File: src/rtl/ram_scan_pkg.sv
// Shared definitions for the RAM scan reader: FSM state encoding and pacing-counter sizing.
// The bench monitor imports the same state encoding.
package ram_scan_pkg;

    localparam int STATE_W = 3;

    typedef enum logic [STATE_W-1:0] {
        S_IDLE    = 3'd0,
        S_ISSUE   = 3'd1,
        S_CAPTURE = 3'd2,
        S_PRESENT = 3'd3,
        S_PACE    = 3'd4,
        S_DONE    = 3'd5
    } state_t;

    // Wide enough to hold PACE_CYCLES-1, and never narrower than one bit.
    function automatic int pace_width(input int cycles);
        return (cycles < 1) ? 1 : $clog2(cycles + 1);
    endfunction

endpackage

File: src/rtl/ram_scan_reader_pace_counter.sv
// Down-counter that spaces consecutive items: load a start value, decrement while pacing,
// and report when it has reached zero.
module pace_counter #(
    parameter int WIDTH = 1
) (
    input  logic             clock,
    input  logic             resetn,
    input  logic             clear,
    input  logic             load,
    input  logic [WIDTH-1:0] load_value,
    input  logic             dec,
    output logic             zero
);

    logic [WIDTH-1:0] count;

    // clear (abort) has priority over load, and the count saturates at zero.
    always_ff @(posedge clock or negedge resetn) begin
        if (!resetn) begin
            count <= '0;
        end else if (clear) begin
            count <= '0;
        end else if (load) begin
            count <= load_value;
        end else if (dec && (count != '0)) begin
            count <= count - WIDTH'(1);
        end
    end

    assign zero = (count == '0);

endmodule

File: src/rtl/ram_scan_reader.sv
// Read-side master for the shared single-port RAM: sweeps addresses 0..DEPTH-1 and streams
// each (address, word) pair to a downstream consumer over a valid/ready handshake.
module ram_scan_reader
    import ram_scan_pkg::*;
#(
    parameter int ADDR_W      = 5,
    parameter int DATA_W      = 4,
    parameter int DEPTH       = 32,
    parameter int PACE_CYCLES = 1
) (
    input  logic              clock,
    input  logic              resetn,
    input  logic              start,
    input  logic              stop,
    input  logic              continuous,
    output logic [ADDR_W-1:0] ram_address,
    output logic              ram_wren,
    input  logic [DATA_W-1:0] ram_q,
    output logic              out_valid,
    input  logic              out_ready,
    output logic [ADDR_W-1:0] out_addr,
    output logic [DATA_W-1:0] out_data,
    output logic              busy,
    output logic              done
);

    localparam int                PACE_W    = pace_width(PACE_CYCLES);
    localparam logic [ADDR_W-1:0] LAST_ADDR = ADDR_W'(DEPTH - 1);
    localparam logic [PACE_W-1:0] PACE_LOAD = PACE_W'(PACE_CYCLES - 1);

    state_t            state;
    state_t            state_next;
    logic [ADDR_W-1:0] addr_cnt;
    logic [ADDR_W-1:0] addr_cnt_next;
    logic [ADDR_W-1:0] out_addr_next;
    logic [DATA_W-1:0] out_data_next;
    logic              out_valid_next;
    logic              done_next;
    logic              pace_load;
    logic              pace_dec;
    logic              pace_zero;
    logic              handshake;
    logic              at_last;

    assign handshake = (state == S_PRESENT) && out_valid && out_ready;
    assign at_last   = (addr_cnt == LAST_ADDR);

    always_ff @(posedge clock or negedge resetn) begin
        if (!resetn) begin
            state <= S_IDLE;
        end else begin
            state <= state_next;
        end
    end

    // stop overrides everything, including a start arriving in the same cycle.
    always_comb begin
        state_next = state;
        if (stop) begin
            state_next = S_IDLE;
        end else begin
            case (state)
                S_IDLE:    if (start) state_next = S_ISSUE;
                S_ISSUE:   state_next = S_CAPTURE;
                S_CAPTURE: state_next = S_PRESENT;
                S_PRESENT: if (handshake) state_next = (at_last && !continuous) ? S_DONE : S_PACE;
                S_PACE:    if (pace_zero) state_next = S_ISSUE;
                S_DONE:    state_next = S_IDLE;
                default:   state_next = S_IDLE;
            endcase
        end
    end

    // The RAM registers addr_cnt at the ISSUE edge, so ram_q is valid throughout CAPTURE.
    always_comb begin
        addr_cnt_next  = addr_cnt;
        out_addr_next  = out_addr;
        out_data_next  = out_data;
        out_valid_next = out_valid;
        pace_load      = 1'b0;
        pace_dec       = 1'b0;
        done_next      = (state_next == S_DONE);
        if (stop) begin
            addr_cnt_next  = '0;
            out_valid_next = 1'b0;
        end else begin
            case (state)
                S_IDLE: begin
                    if (start) addr_cnt_next = '0;
                end
                S_CAPTURE: begin
                    out_data_next  = ram_q;
                    out_addr_next  = addr_cnt;
                    out_valid_next = 1'b1;
                end
                S_PRESENT: begin
                    if (handshake) begin
                        out_valid_next = 1'b0;
                        pace_load      = 1'b1;
                        addr_cnt_next  = at_last ? '0 : addr_cnt + ADDR_W'(1);
                    end
                end
                S_PACE: begin
                    pace_dec = 1'b1;
                end
                default: begin
                end
            endcase
        end
    end

    always_ff @(posedge clock or negedge resetn) begin
        if (!resetn) begin
            addr_cnt  <= '0;
            out_addr  <= '0;
            out_data  <= '0;
            out_valid <= 1'b0;
            done      <= 1'b0;
        end else begin
            addr_cnt  <= addr_cnt_next;
            out_addr  <= out_addr_next;
            out_data  <= out_data_next;
            out_valid <= out_valid_next;
            done      <= done_next;
        end
    end

    pace_counter #(
        .WIDTH (PACE_W)
    ) u_pace_counter (
        .clock      (clock),
        .resetn     (resetn),
        .clear      (stop),
        .load       (pace_load),
        .load_value (PACE_LOAD),
        .dec        (pace_dec),
        .zero       (pace_zero)
    );

    assign ram_address = addr_cnt;
    assign ram_wren    = 1'b0;
    assign busy        = (state != S_IDLE);

endmodule
File: config.mk
export PLATFORM = sky130hd
export DESIGN_NAME = ram_scan_reader
export DESIGN_NICKNAME = d
export VERILOG_FILES = /design/src/rtl/ram_scan_pkg.sv /design/src/rtl/ram_scan_reader_pace_counter.sv /design/src/rtl/ram_scan_reader.sv
export SDC_FILE = /design/constraint.sdc
export NUM_CORES = 1
export LEC_CHECK = 0
export CORE_MARGIN = 4
export CORE_UTILIZATION = 41
export CTS_CLUSTER_SIZE = 28
export DETAILED_ROUTE_END_ITERATION = 6
export HOLD_SLACK_MARGIN = 0.03
export PLACE_DENSITY = 0.78
export SETUP_SLACK_MARGIN = 0.1
export SLEW_MARGIN = 20
export SYNTH_ARGS = -nofsm -noshare
export SYNTH_HDL_FRONTEND = slang
export SYNTH_SLANG_ARGS = --single-unit
File: constraint.sdc
create_clock -name clock -period 1.6 [get_ports clock]
set_input_delay 0.32 -clock clock [delete_from_list [all_inputs] [get_ports clock]]
set_output_delay 0.32 -clock clock [all_outputs]
set_load 0.05 [all_outputs]
==> flow_summary.json, run 1 <==
{
  "critical_path_arrival_ns": 1.89,
  "cts_max_path_buffers": 2,
  "drv_slew": 0,
  "cp_num_buf_inv": 1,
  "fp.dieW_um": 55.9,
  "dpl_worst_slack_ns": -0.188,
  "antenna_found_initial": 0,
  "dieArea_um2": 3130,
  "synth_edf_count": 0,
  "finalCriticalPeriod_ns": 1.64,
  "synth_commonest_cells": "20 x dfrtp_1, 9 x mux2_2, 8 x nand2_1",
  "yosysMostFrequentCell": "dfrtp_1",
  "p_int_w": 0.00103,
  "setup_viol": 5,
  "netlist_top_cells_area": "dfrtp_1 53%, mux2_2 11%, nand2_1 3.2%, ha_1 2.7%, a21oi_1 2.1%",
  "start_kind": "flip-flop",
  "cts_root_buf": "clkbuf_4",
  "hold_viol": 0,
  "totalWireLength_um": 2870,
  "yosysUniqueCellTypes": 34,
  "rsz0062_at_grt": "true",
  "ioPinCount": 28,
  "clockPowerShare_pct": 27.7,
  "reg2reg_to": "ram_address[0]$_DFFE_PN0P_",
  "grt_pass1_wl_um": 4220,
  "grt_max_degree": 21,
  "crit_path_cell_trace": "buf_6 > or4b_4 > o211a_4 > nand2b_4 > o21ai_2",
  "status": "complete, but fails checks",
  "total_leakage_power_nw": 0.725,
  "syn_area_um2": 942,
  "critPathRequiredTime_ns": 1.85,
  "grt.overflow.total": 0,
  "finalWorstSetupSlack_ns": -0.0369,
  "coreArea_um2": 2190,
  "rr_worst_depth": 5,
  "cellPowerDensity_nw_per_um2": 913,
  "route.detailed.drc": 0,
  "grt_pass1_vias": 894,
  "cts.sink_count": 20,
  "r2r_slack_ns": -0.04,
  "cts_tree": "built",
  "track_usage_pct": 17.3,
  "clk_latency_ns": 0.31,
  "ys.flop_type": "dfrtp_1",
  "vias": 872,
  "synth_top_area_share_pct": 53.1,
  "start_util_pct": 43.0,
  "r2r-start": "state[0]$_DFF_PN0_",
  "ant_nets": 0,
  "htreeDepth": 1,
  "die_y_um": 55.9,
  "drive_gt1_share_pct": 65.6,
  "syn-mean-instance-area_um2": 11.2,
  "crit_type": "flip-flop to flip-flop",
  "layout.cells.non_filler": 159,
  "rows": 17,
  "wl_per_cell_um": 18.1,
  "fin_hold_ws_ns": 0.331,
  "antenna_cells": 0,
  "maxCapViolations": 0,
  "yosys_register_bits": 20,
  "p_sw_share_pct": 32.6,
  "postSynthCellCount": 84,
  "synth_top_area_cell": "dfrtp_1",
  "hold_path.class": "input pin to async pin",
  "crit_family": "simple AND/OR/NAND/NOR gates",
  "violations": "setup timing",
  "clk_pin_slew_ns": 0.13,
  "synth_warnings": 0,
  "p_comb_share_pct": 34.3,
  "setup-tns-final_ns": -0.0952,
  "seqPwrFrac_pct": 38.0,
  "crit_slowest_cell": "or4b_4",
  "synth_nets": 96,
  "nNetsFinal": 144,
  "drt_first_iter_violations": 19,
  "power.switching_w": 0.000500,
  "fmax_mhz": 611,
  "cp_slowest_stage_delay_ns": 0.53,
  "async_flop_share_pct": 100,
  "end_kind": "flip-flop",
  "syn_to_final_growth_pct": 78.4,
  "ir_worst_vdd_mv": 0.925,
  "cts_buffers": 3,
  "routed_via_density": 5.48,
  "dp_cells": 141,
  "dpl.hpwl_um": 1650,
  "yosysSeqAreaShare_pct": 53.1,
  "clock_skew_ns": 0.00917,
  "portBuffers": 26,
  "firstDrtPassIters": 4,
  "period_share_pct": 102,
  "place.gp.congestion": 0.825,
  "crit_fanout": 8
}
cell type report:
cell class	count	area (um^2)
well taps	28	35.0
clock buffers	3	22.5
multi-input cells	55	578
clock inverters	1	30.0
inverters	5	18.8
fillers	143	510
repair buffers	47	487
flip-flops and latches	20	509
worst register-to-register path, delay by kind of cell, from the launching register on:
kind,cells,cell delay [ns]
compound gates,2,0.31
buf+inv,1,0.13
flops,1,0.43
simple gates,2,0.70
what timing repair did:
item,in CTS,in global routing
endpoints found under the setup margin,16,21
resized for setup,30,12
cloned,0,1
hold buffers,0,0
pin swaps,7,7
endpoints found under the hold margin,0,0
buffers inserted,10,3
how the worst max path moves through the flow:
stage | start | to | cells after the start
6_report | state[0]$_DFF_PN0_ | ram_address[0]$_DFFE_PN0P_ | 5
3_5_place_dp | start | ram_address[3]$_DFFE_PN0P_ | 5
4_1_cts | state[0]$_DFF_PN0_ | busy | 2
3_3_place_gp | start | ram_address[3]$_DFFE_PN0P_ | 5
5_1_grt | state[2]$_DFF_PN0_ | ram_address[3]$_DFFE_PN0P_ | 6
2_1_floorplan | ram_address[0]$_DFFE_PN0P_ | done$_DFF_PN0_ | 7
metrics by stage:
| step | power, W | instance area (um^2) | utilization (%) |
|---|---|---|---|
| after global placement | 0.000989 | 1330 | 60.5 |
| after detailed placement | 0.00100 | 1330 | 60.5 |
| final | 0.00153 | 1680 | 76.7 |
| after global routing | 0.00159 | 1680 | 76.7 |
| after CTS | 0.00150 | 1580 | 72.0 |
| after floorplan | 0.000852 | 970 | - |
cell families after synthesis:
logic type / synth area share [%]
compound gates: 13.3
buf+inv: 4.25
flops: 53.1
simple gates: 15.5
mux: 10.8
fa+ha+maj: 2.66
other cells: 0.398
state kept, by name, indices dropped and copies added, names as in the netlist:
signal	flops
u_pace_counter.count	1
state	3
ram_address	5
out_data	4
out_addr	5
out_valid	1
done	1
metal layers:
layer	wire length [um]	global-route usage [%]
met1	979	18.1
met2	1630	31.9
met3	187	6.03
met4	78	6.10
met5	0	0
power by group through the flow:
stage | combinational [W] | sequential [W] | clock [W]
4_1_cts | 0.000495 | 0.000583 | 0.000425
6_report | 0.000526 | 0.000583 | 0.000425
2_1_floorplan | 0.000114 | 0.000738 | 0
3_3_place_gp | 0.000399 | 0.000591 | 0
3_5_place_dp | 0.000407 | 0.000596 | 0
5_1_grt | 0.000549 | 0.000591 | 0.000448
layout by cell type, fill, tap and decap left out, types with 3 or more instances in the layout:
| master | count |
|---|---|
| a21oi_2 | 3 |
| buf_12 | 6 |
| buf_4 | 27 |
| buf_6 | 3 |
| clkbuf_4 | 3 |
| clkdlybuf4s50_1 | 9 |
| dfrtp_1 | 13 |
| dfrtp_2 | 7 |
| inv_1 | 4 |
| mux2_4 | 9 |
| nand2_1 | 7 |
| nor2_1 | 3 |
(Power assumes the default switching activity.)
==> inputs of run 2 (changes only) <==
--- a/config.mk
+++ b/config.mk
@@ -11,7 +11,6 @@
 export DETAILED_ROUTE_END_ITERATION = 6
 export HOLD_SLACK_MARGIN = 0.03
 export PLACE_DENSITY = 0.78
-export SETUP_SLACK_MARGIN = 0.1
 export SLEW_MARGIN = 20
 export SYNTH_ARGS = -nofsm -noshare
 export SYNTH_HDL_FRONTEND = slang
==> flow_summary.json, run 2 (synthesis results as in run 1) <==
{
  "status": "complete, but fails checks",
  "violations": "setup timing",
  "hold_path.class": "input pin to async pin",
  "clk_pin_slew_ns": 0.12,
  "setup-tns-final_ns": -0.211,
  "track_usage_pct": 15.2,
  "cts_root_buf": "clkbuf_4",
  "finalWorstSetupSlack_ns": -0.0712,
  "end_kind": "flip-flop",
  "power.switching_w": 0.000458,
  "setup_viol": 5,
  "coreArea_um2": 2190,
  "r2r_slack_ns": -0.07,
  "finalCriticalPeriod_ns": 1.67,
  "mostFrequentLayoutCells": "22 x buf_4, 14 x dfrtp_1, 9 x mux2_2, 9 x clkdlybuf4s50_1, 8 x nand2_1",
  "cts.sink_count": 20,
  "ir_worst_vdd_mv": 0.748,
  "maxCapViolations": 0,
  "antenna_cells": 0,
  "antenna_found_initial": 0,
  "routed_via_density": 5.17,
  "fmax_mhz": 598,
  "fill_cells": 168,
  "rows": 17,
  "dpl_worst_slack_ns": -0.227,
  "grt_max_degree": 21,
  "place.gp.congestion": 0.851,
  "syn_to_final_growth_pct": 59.8,
  "p_sw_share_pct": 31.7,
  "start_kind": "flip-flop",
  "seqPwrFrac_pct": 40.0,
  "ant_nets": 0,
  "rsz0062_at_grt": "true",
  "fin_hold_ws_ns": 0.340,
  "vias": 781,
  "wl_per_cell_um": 14.5,
  "drive_gt1_share_pct": 56.9,
  "die_y_um": 55.9,
  "fp.dieW_um": 55.9,
  "drt_first_iter_violations": 12,
  "p_comb_share_pct": 31.3,
  "p_int_w": 0.000987,
  "hold_viol": 0,
  "total_leakage_power_nw": 0.652,
  "cellPowerDensity_nw_per_um2": 960,
  "portBuffers": 26,
  "totalWireLength_um": 2190,
  "start_util_pct": 43.0,
  "critPathLaunch": "state[1]$_DFF_PN0_",
  "grt_pass1_vias": 833,
  "firstDrtPassIters": 4,
  "crit_type": "flip-flop to flip-flop",
  "multi_input_area_um2": 489,
  "htreeDepth": 1,
  "route.detailed.drc": 0,
  "cts_tree": "built",
  "crit_fanout": 7,
  "clock_skew_ns": 0.0127,
  "critical_path_arrival_ns": 1.89,
  "clk_latency_ns": 0.30,
  "dpl.hpwl_um": 1580,
  "ioPinCount": 28,
  "nNetsFinal": 136,
  "mostFrequentLayoutCell": "buf_4",
  "cts_buffers": 3,
  "grt_pass1_wl_um": 3790,
  "grt.overflow.total": 0,
  "critPathRequiredTime_ns": 1.82,
  "utilization_pct": 68.7,
  "dieArea_um2": 3130,
  "cts_max_path_buffers": 2,
  "drv_slew": 0,
  "period_share_pct": 104,
  "register_area_um2": 508,
  "r2r-start": "state[1]$_DFF_PN0_",
  "clockPowerShare_pct": 28.7
}
## run 2: cell types whose count changed in the layout (fill, tap and decap cells not counted), moves of 2 or more
cell      change
mux2_2        +9
a211oi_1      +2
mux2_4        -9
buf_4         -5
buf_6         -2
a211oi_2      -2
## run 2: layout make-up
cell class / count / area share, %
sequential: 20 / 33.7
multi-input combinational: 55 / 32.5
timing repair buffer: 39 / 26.7
tap: 28 / 2.33
clock inverter: 1 / 2.00
clock buffer: 3 / 1.50
inverter: 5 / 1.25
## run 2: metal layers
| metal | global-route usage [%] | wire [um] | up-vias | share of wire [%] |
|---|---|---|---|---|
| li1 | - | - | 372 | - |
| met1 | 18.3 | 912 | 367 | 42 |
| met2 | 25.2 | 1090 | 36 | 50 |
| met3 | 3.94 | 152 | 6 | 6.9 |
| met4 | 7.80 | 36 | 0 | 1.6 |
| met5 | 0 | 0 | - | 0 |
## run 2: power groups by stage
stage	Sequential (W)	Clock [W]	Combinational [W]
floorplan	0.000738	0	0.000114
global route	0.000584	0.000442	0.000479
CTS	0.000578	0.000424	0.000443
global placement	0.000591	0	0.000398
finish	0.000578	0.000415	0.000452
detailed placement	0.000592	0	0.000405
## run 2: metrics by stage
stage                     power (W)  instances  cell area, um^2
after floorplan            0.000851         84              967
after global placement     0.000989        141             1330
after detailed placement   0.000996        141             1330
after CTS                   0.00144        149             1450
after global routing        0.00151        151             1510
final                       0.00144        151             1510
## run 2: path summary, 6_finish.rpt
kind,endpoint,cells after the start
max,ram_address[0]$_DFFE_PN0P_,5
min,out_addr[1]$_DFFE_PN0P_,2
max reg2reg,ram_address[0]$_DFFE_PN0P_,5
min reg2reg,out_addr[2]$_DFFE_PN0P_,1
max in group asynchronous,ram_address[3]$_DFFE_PN0P_,2
min in group clock,out_addr[2]$_DFFE_PN0P_,1
## run 2: critical path, cell delays in order, from the launching register on
cell      delay [ns]
dfrtp_2         0.45
buf_6           0.13
or4b_4          0.51
o211a_4         0.18
nand2b_4        0.17
o21ai_2         0.14
## run 2: repair_timing
item                                    4_1_cts  5_1_grt
hold buffers                                  0        0
buffers inserted                              4        2
resized for setup                            10        8
endpoints found under the setup margin        3       19
pin swaps                                     2        5
